<file path="src/rtl/xrom_streamer.sv">
// xrom_streamer: read-side sequencer for an xrom instance.
// Accepts a start command (base address + word count), drives the ROM
// addr/nd port, and absorbs the ROM's one-cycle read latency in a 2-entry
// output buffer. Words leave on a valid/ready stream with a last marker.
// Optional build macro: XSTREAM_LOOP_EN enables continuous looping over the
// programmed window, ended by the stop input. Undefined: one-shot transfers.
module xrom_streamer #(
  parameter int BWID      = 32,
  parameter int BWID_ADDR = 10
) (
  input  logic                 clk,
  input  logic                 rst,
  input  logic                 start,
  input  logic [BWID_ADDR-1:0] start_addr,
  input  logic [BWID_ADDR:0]   length,
  input  logic                 stop,
  output logic [BWID_ADDR-1:0] rom_addr,
  output logic                 rom_nd,
  input  logic [BWID-1:0]      rom_dout,
  output logic [BWID-1:0]      m_data,
  output logic                 m_valid,
  input  logic                 m_ready,
  output logic                 m_last,
  output logic                 busy,
  output logic                 done
);

  typedef enum logic [1:0] {
    S_IDLE,
    S_RUN,
    S_DRAIN
  } state_t;

  localparam logic [BWID_ADDR-1:0] ADDR_ONE = BWID_ADDR'(1);
  localparam logic [BWID_ADDR:0]   LEN_ONE  = (BWID_ADDR+1)'(1);

  state_t               state;
  logic [BWID_ADDR-1:0] cur_addr;
  logic [BWID_ADDR:0]   remaining;
  logic                 inflight;
  logic                 inflight_last;

  // Two-entry output buffer, indexed by single-bit pointers.
  logic [BWID-1:0]      fifo_data [2];
  logic                 fifo_last [2];
  logic                 wr_ptr;
  logic                 rd_ptr;
  logic [1:0]           cnt;

  logic                 pop;
  logic                 issue;
  logic                 last_issue;
  logic                 drain_done;
  logic [2:0]           occ_next;

`ifdef XSTREAM_LOOP_EN
  logic [BWID_ADDR-1:0] base_addr;
  logic [BWID_ADDR:0]   base_len;
`else
  logic                 unused_stop;
  assign unused_stop = stop;
`endif

  assign m_valid  = (cnt != 2'd0);
  assign m_data   = fifo_data[rd_ptr];
  assign m_last   = m_valid && fifo_last[rd_ptr];
  assign rom_addr = cur_addr;
  assign rom_nd   = issue;

  // Issue decision: buffer occupancy after this edge, counting the word in
  // flight from the ROM, must leave room for the read issued now.
  // NOTE: every signal here is assigned on every pass, so no latch can form.
  always_comb begin
    pop        = m_valid && m_ready;
    occ_next   = {1'b0, cnt} - {2'b00, pop} + {2'b00, inflight};
    issue      = (state == S_RUN) && (remaining != '0) && (occ_next < 3'd2);
    last_issue = issue && (remaining == LEN_ONE);
    drain_done = (state == S_DRAIN) && !inflight && (occ_next == 3'd0);
  end

  // Control FSM: command acceptance, address/count sequencing, completion.
  // NOTE: registers use <= so every update in this block sees pre-edge values.
  always_ff @(posedge clk) begin
    if (rst) begin
      state         <= S_IDLE;
      cur_addr      <= '0;
      remaining     <= '0;
      inflight      <= 1'b0;
      inflight_last <= 1'b0;
      busy          <= 1'b0;
      done          <= 1'b0;
`ifdef XSTREAM_LOOP_EN
      base_addr     <= '0;
      base_len      <= '0;
`endif
    end else begin
      done     <= 1'b0;
      inflight <= issue;
      if (issue) begin
        inflight_last <= last_issue;
      end

      case (state)
        S_IDLE: begin
          if (start) begin
            cur_addr  <= start_addr;
            remaining <= length;
`ifdef XSTREAM_LOOP_EN
            base_addr <= start_addr;
            base_len  <= length;
`endif
            if (length == '0) begin
              // Empty command completes immediately without touching the ROM.
              done <= 1'b1;
            end else begin
              state <= S_RUN;
              busy  <= 1'b1;
            end
          end
        end

        S_RUN: begin
          if (issue) begin
            if (last_issue) begin
`ifdef XSTREAM_LOOP_EN
              // End of a pass: rewind to the window start without a gap.
              cur_addr  <= base_addr;
              remaining <= base_len;
`else
              cur_addr  <= cur_addr + ADDR_ONE;
              remaining <= '0;
              state     <= S_DRAIN;
`endif
            end else begin
              cur_addr  <= cur_addr + ADDR_ONE;
              remaining <= remaining - LEN_ONE;
            end
          end
`ifdef XSTREAM_LOOP_EN
          // Leaving RUN makes stop sticky: DRAIN never issues again.
          if (stop) begin
            state <= S_DRAIN;
          end
`endif
        end

        S_DRAIN: begin
          if (drain_done) begin
            state <= S_IDLE;
            busy  <= 1'b0;
            done  <= 1'b1;
          end
        end

        default: begin
          state <= S_IDLE;
        end
      endcase
    end
  end

  // Output buffer: capture ROM data the cycle after a read, release on handshake.
  always_ff @(posedge clk) begin
    if (rst) begin
      // NOTE: the two entries are cleared so m_data reads 0 out of reset.
      fifo_data[0] <= '0;
      fifo_data[1] <= '0;
      fifo_last[0] <= 1'b0;
      fifo_last[1] <= 1'b0;
      wr_ptr       <= 1'b0;
      rd_ptr       <= 1'b0;
      cnt          <= 2'd0;
    end else begin
      if (inflight) begin
        fifo_data[wr_ptr] <= rom_dout;
        fifo_last[wr_ptr] <= inflight_last;
        wr_ptr            <= ~wr_ptr;
      end
      if (pop) begin
        rd_ptr <= ~rd_ptr;
      end
      case ({inflight, pop})
        2'b10:   cnt <= cnt + 2'd1;
        2'b01:   cnt <= cnt - 2'd1;
        default: cnt <= cnt;
      endcase
    end
  end

endmodule

</file>
<file path="config.mk">
export PLATFORM = sky130hd
export DESIGN_NAME = xrom_streamer
export DESIGN_NICKNAME = d
export VERILOG_FILES = /design/src/rtl/xrom_streamer.sv
export SDC_FILE = /design/constraint.sdc
export NUM_CORES = 1
export LEC_CHECK = 0
export ABC_AREA = 1
export CORE_MARGIN = 5
export CORE_UTILIZATION = 51
export DETAILED_ROUTE_END_ITERATION = 6
export PLACE_DENSITY = 0.8
export SETUP_SLACK_MARGIN = 0.3
export SLEW_MARGIN = 10
export SYNTH_ARGS = -nofsm -noshare
export SYNTH_HDL_FRONTEND = slang
export SYNTH_SLANG_ARGS = --single-unit
</file>
<file path="constraint.sdc">
create_clock -name clk -period 3.3 [get_ports clk]
set_input_delay 0.33 -clock clk [delete_from_list [all_inputs] [get_ports clk]]
set_output_delay 0.33 -clock clk [all_outputs]
set_load 0.01 [all_outputs]
</file>
Yosys cells after proc, flatten, opt, wreduce, memory -nomap -nowiden
Memory sizes are Yosys's and may differ from the RTL's. A register that Yosys moved wholly into a read port is not among the register bits.
Index checks and enable logic that the tools add are counted.
Widths: inputs -> output; s select.
- memories: 2
- bits in registers: 31
- output and inout bits: 47
- input bits: 58
- RAM bits: 66
- word-level logic and storage cells: 89
- ROM bits: 0
- bits in latches: 0
- memories (name ; depth ; bits a word ; read ports ; clocked after Yosys merged registers in ; write ports ; RTL line ; text):
    fifo_data ; 2 ; 32 ; 1 ; 1 ; 2 ; 44 ; logic [BWID-1:0] fifo_data [2];
    fifo_last ; 2 ; 1 ; 1 ; 1 ; 2 ; 45 ; logic fifo_last [2];
- div/mod/pow operators: 0
- reduce and logical (&&, ||, !) cells: 21
- bitwise logic cells: 2
- $mul: 0
- multiplexer cells: 37
- equality and inequality tests: 10
- add/subtract/negate cells: 6
- shift operators: 0
- order comparisons: 1
- operators by type and width (kind ; number):
    $mux 11 ; 3
    $mux 32 ; 1
    $reduce_or 32->1 ; 1
    $pmux 11 s2 ; 1
    $mux 1 ; 20
    $mux 10 ; 2
    $pmux 10 s2 ; 1
    $eq 11x1->1 const B ; 1
    $logic_not 11->1 ; 1
    $reduce_bool 11->1 ; 1
    $sub 11x1->11 const B ; 1
    $add 10x1->10 const B ; 1
    $mux 2 ; 5
    $ne 2x2->1 const B ; 5
    $reduce_bool 2->1 ; 4
    $logic_and 1x1->1 ; 7
    $pmux 2 s3 ; 1
    $reduce_and 5->1 ; 1
    $eq 2x1->1 const B ; 2
    $eq 2x2->1 const B ; 2
    $pmux 1 s2 ; 2
    $pmux 2 s2 ; 1
    $reduce_and 4->1 ; 1
    $add 3x1->3 ; 1
    10 further kinds ; 11

Depth between registers and ports, before layout
- depth after elaboration: 10
- mapped depth: 19
- depth with buffers taken out: 18

Worst setup path after synthesis
OpenSTA, ideal clock, no wires.
- kind: register to register
- start point: register cnt[1]
- end point: register cur_addr[7] (netlist: rom_addr[7])
- slack: 0.888 ns
- data arrival time: 2.302 ns
- setup time: 0.110 ns
- stages on the path, launching flop included: 18
- path buffers: 1
- clock period less this slack: 2.412 ns
- required time: 3.190 ns
- cell sequence: dfxtp_1 > inv_2 > nand2_1 > nand2_1 > inv_1 > nand2_1 > nand2_1 > ha_1 > fa_1 > inv_1 > nand3_1 > nor2_2 > nand2_4 > a21oi_2 > buf_2 > nand2_1 > nand2_1 > nor2_1
- longest elaborated chain between the ends: 8
- ends and longest elaborated chain (item ; RTL line ; text):
    start: declaration ; 48 ; logic [1:0] cnt;
    start signal: assignment ; 183 ; 2'b10: cnt <= cnt + 2'd1;
    start signal: assignment ; 184 ; 2'b01: cnt <= cnt - 2'd1;
    start signal: assignment ; 185 ; default: cnt <= cnt;
    $reduce_bool 2->1 ; 64 ; assign m_valid = (cnt != 2'd0);
    via m_valid ; 21 ; output logic m_valid,
    $logic_and 1x1->1 ; 74 ; pop = m_valid && m_ready;
    $sub 2x1->3 ; 75 ; occ_next = {1'b0, cnt} - {2'b00, pop} + {2'b00, inflight};
    $add 3x1->3 ; 75 ;
    $lt 3x2->1 ; 76 ; issue = (state == S_RUN) && (remaining != '0) && (occ_next < 3'd2);
    $logic_and 1x1->1 ; 76 ;
    $ne 2x2->1 (no source line) ; n/a ;
    $reduce_and 3->1 (no source line) ; n/a ;
    end signal: assignment ; 106 ; cur_addr <= start_addr;
    end signal: assignment ; 130 ; cur_addr <= cur_addr + ADDR_ONE;
    end signal: assignment ; 135 ; cur_addr <= cur_addr + ADDR_ONE;
    end: declaration ; 38 ; logic [BWID_ADDR-1:0] cur_addr;
The timed path passes the listed nets, and every way through them passes these cells.
A chain may end at the register's enable or synchronous reset.

Worst setup path in the final report
- start point: register cnt[1]
- end point: output port rom_nd
- longest elaborated chain between the ends: 6
- ends and longest elaborated chain (item ; RTL line ; text):
    $reduce_bool 2->1 ; 64 ;
    $logic_and 1x1->1 ; 74 ;
    $sub 2x1->3 * ; 75 ;
    $add 3x1->3 * ; 75 ;
    $lt 3x2->1 * ; 76 ;
    $logic_and 1x1->1 * ; 76 ;
    end: declaration ; 18 ; output logic rom_nd,
Every way passes the cells marked *; elsewhere a longest branch is shown, timed or not.

==> results.sh <==
export IMPL_cts_sinks=98
export IMPL_synthTopCellsByCount="nand2_1 (198), nor2_1 (135), inv_1 (74), edfxtp_1 (66), dfxtp_1 (32)"
export IMPL_pin_count=105
export IMPL_hold_violations=0
export IMPL_synth_top_cell_area_share_pct=40.1
export IMPL_routed_wl_um=11800
export IMPL_holdCritStartpoint="rd_ptr"
export IMPL_fin_nets=793
export IMPL_cp_data_arrival_time_ps=2540
export IMPL_grt_ovfl_total=0
export IMPL_r2r_slack_ps=610
export IMPL_place_area_mm2=0.00609
export IMPL_max_slew_margin_pct=56.4
export IMPL_drtIter0Drc=230
export IMPL_syn_area_per_cell_um2=7.88
export IMPL_finalCritPeriodShare_pct=87.1
export IMPL_root_buffer="clkbuf_8"
export IMPL_period_needed_ps=2870
export IMPL_track_usage_pct=20.5
export IMPL_cts_buffers=9
export IMPL_path_max_fanout=5
export IMPL_place_inst=848
export IMPL_core_mm2=0.00959
export IMPL_rsz0062_at_grt="false"
export IMPL_hold_slack_ps=475
export IMPL_netlist_instances=627
export IMPL_maxCapViolations=0
export IMPL_post_dp_hpwl_um=8240
export IMPL_port_buffers=103
export IMPL_critPathKind="reg -> out"
export IMPL_layout_drive_gt1_share_pct=7.35
export IMPL_ys_ff_latch=98
export IMPL_dr_pass1_iters=4
export IMPL_synth_nets=690
export IMPL_die_h_um=108
export IMPL_ir_worst_vdd_mv=0.229
export IMPL_status="complete, no violations"
export IMPL_clk_pin_slew_ps=90
export IMPL_cts_tree="yes"
export IMPL_postSynth_asyncResetShare_pct=0
export IMPL_area_delta_synth_final_pct=28.2
export IMPL_worstSetupEndpointType="output pin"
export IMPL_yosysUniqueCellTypes=31
export IMPL_cp_start_kind="flip-flop"
export IMPL_yosysMostFrequentCell="nand2_1"
export IMPL_clk_latency_ps=370
export IMPL_fin_util_pct=66.0
export IMPL_grt_pass1_wl_um=19000
export IMPL_start_util_pct=51.5
export IMPL_die_w_um=108
export IMPL_grt_pass1_vias=4220
export IMPL_ys_seq_area_share_pct=53.1
export IMPL_yosysTopAreaCell="edfxtp_1"
export IMPL_finalMaxSlewViolations=0
export IMPL_r2r_start="cnt[1]"
export IMPL_core_rowCount=36
export IMPL_multi_input_area_mm2=0.00192
export IMPL_leakage_nw=2.91
export IMPL_skew_ps=10.8
export IMPL_rr_worst_depth=18
export IMPL_grt_max_degree=35
export IMPL_whs_path_depth=1
export IMPL_hold_class="reg -> reg"
export IMPL_setup_viol=0
export IMPL_fin_setup_tns_ps=0
export IMPL_layout_area_seq_mm2=0.00262
export IMPL_vias_per_cell=4.92
export IMPL_max_freq_mhz=348
export IMPL_synthTopCellsByArea="edfxtp_1 (40%), nand2_1 (15%), dfxtp_1 (13%)"
export IMPL_drtAntennaViolNets=0
export IMPL_final_cell_area_mm2=0.00633
export IMPL_critical_path_required_ps=2970
export IMPL_final_cells=868
export IMPL_syn_area_mm2=0.00494
export IMPL_clock_path_buffers=2
export IMPL_synth_main_ff_cell="edfxtp_1"
export IMPL_diodes=0
export IMPL_worst_pin_slew_ps=653
export IMPL_synth_edf_count=66
export IMPL_fill_cells=822
export IMPL_globalplace_congestion=0.869
export IMPL_antenna_found_initial=0
export IMPL_yosys_warnings=0
export IMPL_htree_levels=3
export IMPL_r2r_end="remaining[7]"
export IMPL_drc=0
export IMPL_dieArea_mm2=0.0118
export IMPL_p_per_area_mw_per_mm2=598
export IMPL_vias=4269
export IMPL_wl_per_cell_um=13.6
layout make-up:
type	instances	area share [%]
multi-input combinational	430	30.3
inverter	75	4.44
tap	133	2.63
clock buffer	10	2.17
clock inverter	6	1.01
timing repair buffer	116	18.0
sequential	98	41.4
report_power, final:
group	internal [mW]	switching (mW)	total [mW]	leakage (nW)
clock network	0.371	0.417	0.788	0.0987
logic	0.624	0.790	1.41	1.87
registers	1.47	0.117	1.59	0.948
total	2.46	1.32	3.79	2.91
how the worst max path moves through the flow:
| stage | start | end | depth (start not counted) |
|---|---|---|---|
| floorplan | cnt[1] | rom_addr[7] | 17 |
| global placement | m_ready | rom_nd | 13 |
| detailed placement | m_ready | rom_nd | 13 |
| CTS | cnt[1] | rom_nd | 14 |
| global route | cnt[1] | rom_nd | 14 |
| finish | cnt[1] | rom_nd | 14 |
layer usage:
layer | GRT usage (%) | vias up | share of wire [%]
met2 | 34.8 | 137 | 49
met5 | 0 | - | 0
met3 | 4.60 | 17 | 6.2
li1 | - | 2143 | -
met4 | 6.13 | 0 | 1.1
met1 | 26.1 | 1972 | 43
per-stage QoR:
stage                     worst slack [ps]  total power, mW
after floorplan                        888             2.41
final                                  426             3.79
after global routing                   297             4.02
after global placement                 157             2.92
after CTS                              325             3.76
after detailed placement              78.2             2.97
logic make-up (layout without fill, tap and decap cells):
kind of cell	Yosys count	in the layout	share of synthesized area (%)
AO/OA/AOI/OAI	32	32	3.80
XOR/XNOR	6	6	1.06
adder cells (fa/ha/maj)	5	5	1.42
buffers and inverters	99	207	8.31
flip-flops	98	98	53.1
multiplexers	1	1	0.203
AND/OR/NAND/NOR	386	386	32.1
worst max-delay path, stage by stage (launching register included):
cell and delay [ps]:
dfxtp_2 340, inv_2 70, nand2_1 80, nand2_1 80
inv_1 80, nand2_2 80, nand2_1 80, ha_1 200
fa_1 480, inv_2 80, nand3_2 90, nor2_4 130
nand2_4 90, inv_1 90, clkdlybuf4s15_2 220
what timing repair did:
action / in CTS / in global routing
resized for setup: 4 / 4
endpoints found under the setup margin: 1 / 2
cloned: 0 / 0
setup buffers: 2 / 2
pin swaps: 2 / 1
hold buffers: 0 / 0
placed cells by master (no fill, tap or decap), types with 5 or more instances in the layout:
cell and instances:
clkdlybuf4s50_1 102, nand2_2 6, inv_1 73, buf_4 12
a21oi_1 13, edfxtp_1 66, nor2_1 135, nand2_4 5
dfxtp_1 31, a21oi_2 6, nand3_1 28, o21ai_0 8
nand4_1 6, nand2_1 197, clkbuf_8 10, xor2_1 5
sequential cells by signal, summed over array words and instances, names as in the netlist, named ones only:
register / count
remaining: 11
rom_addr: 10
fifo_last: 2
busy: 1
inflight: 1
wr_ptr: 1
done: 1
rd_ptr: 1
fifo_data: 64
inflight_last: 1
state: 2
cnt: 2
(Power assumes the default switching activity.)
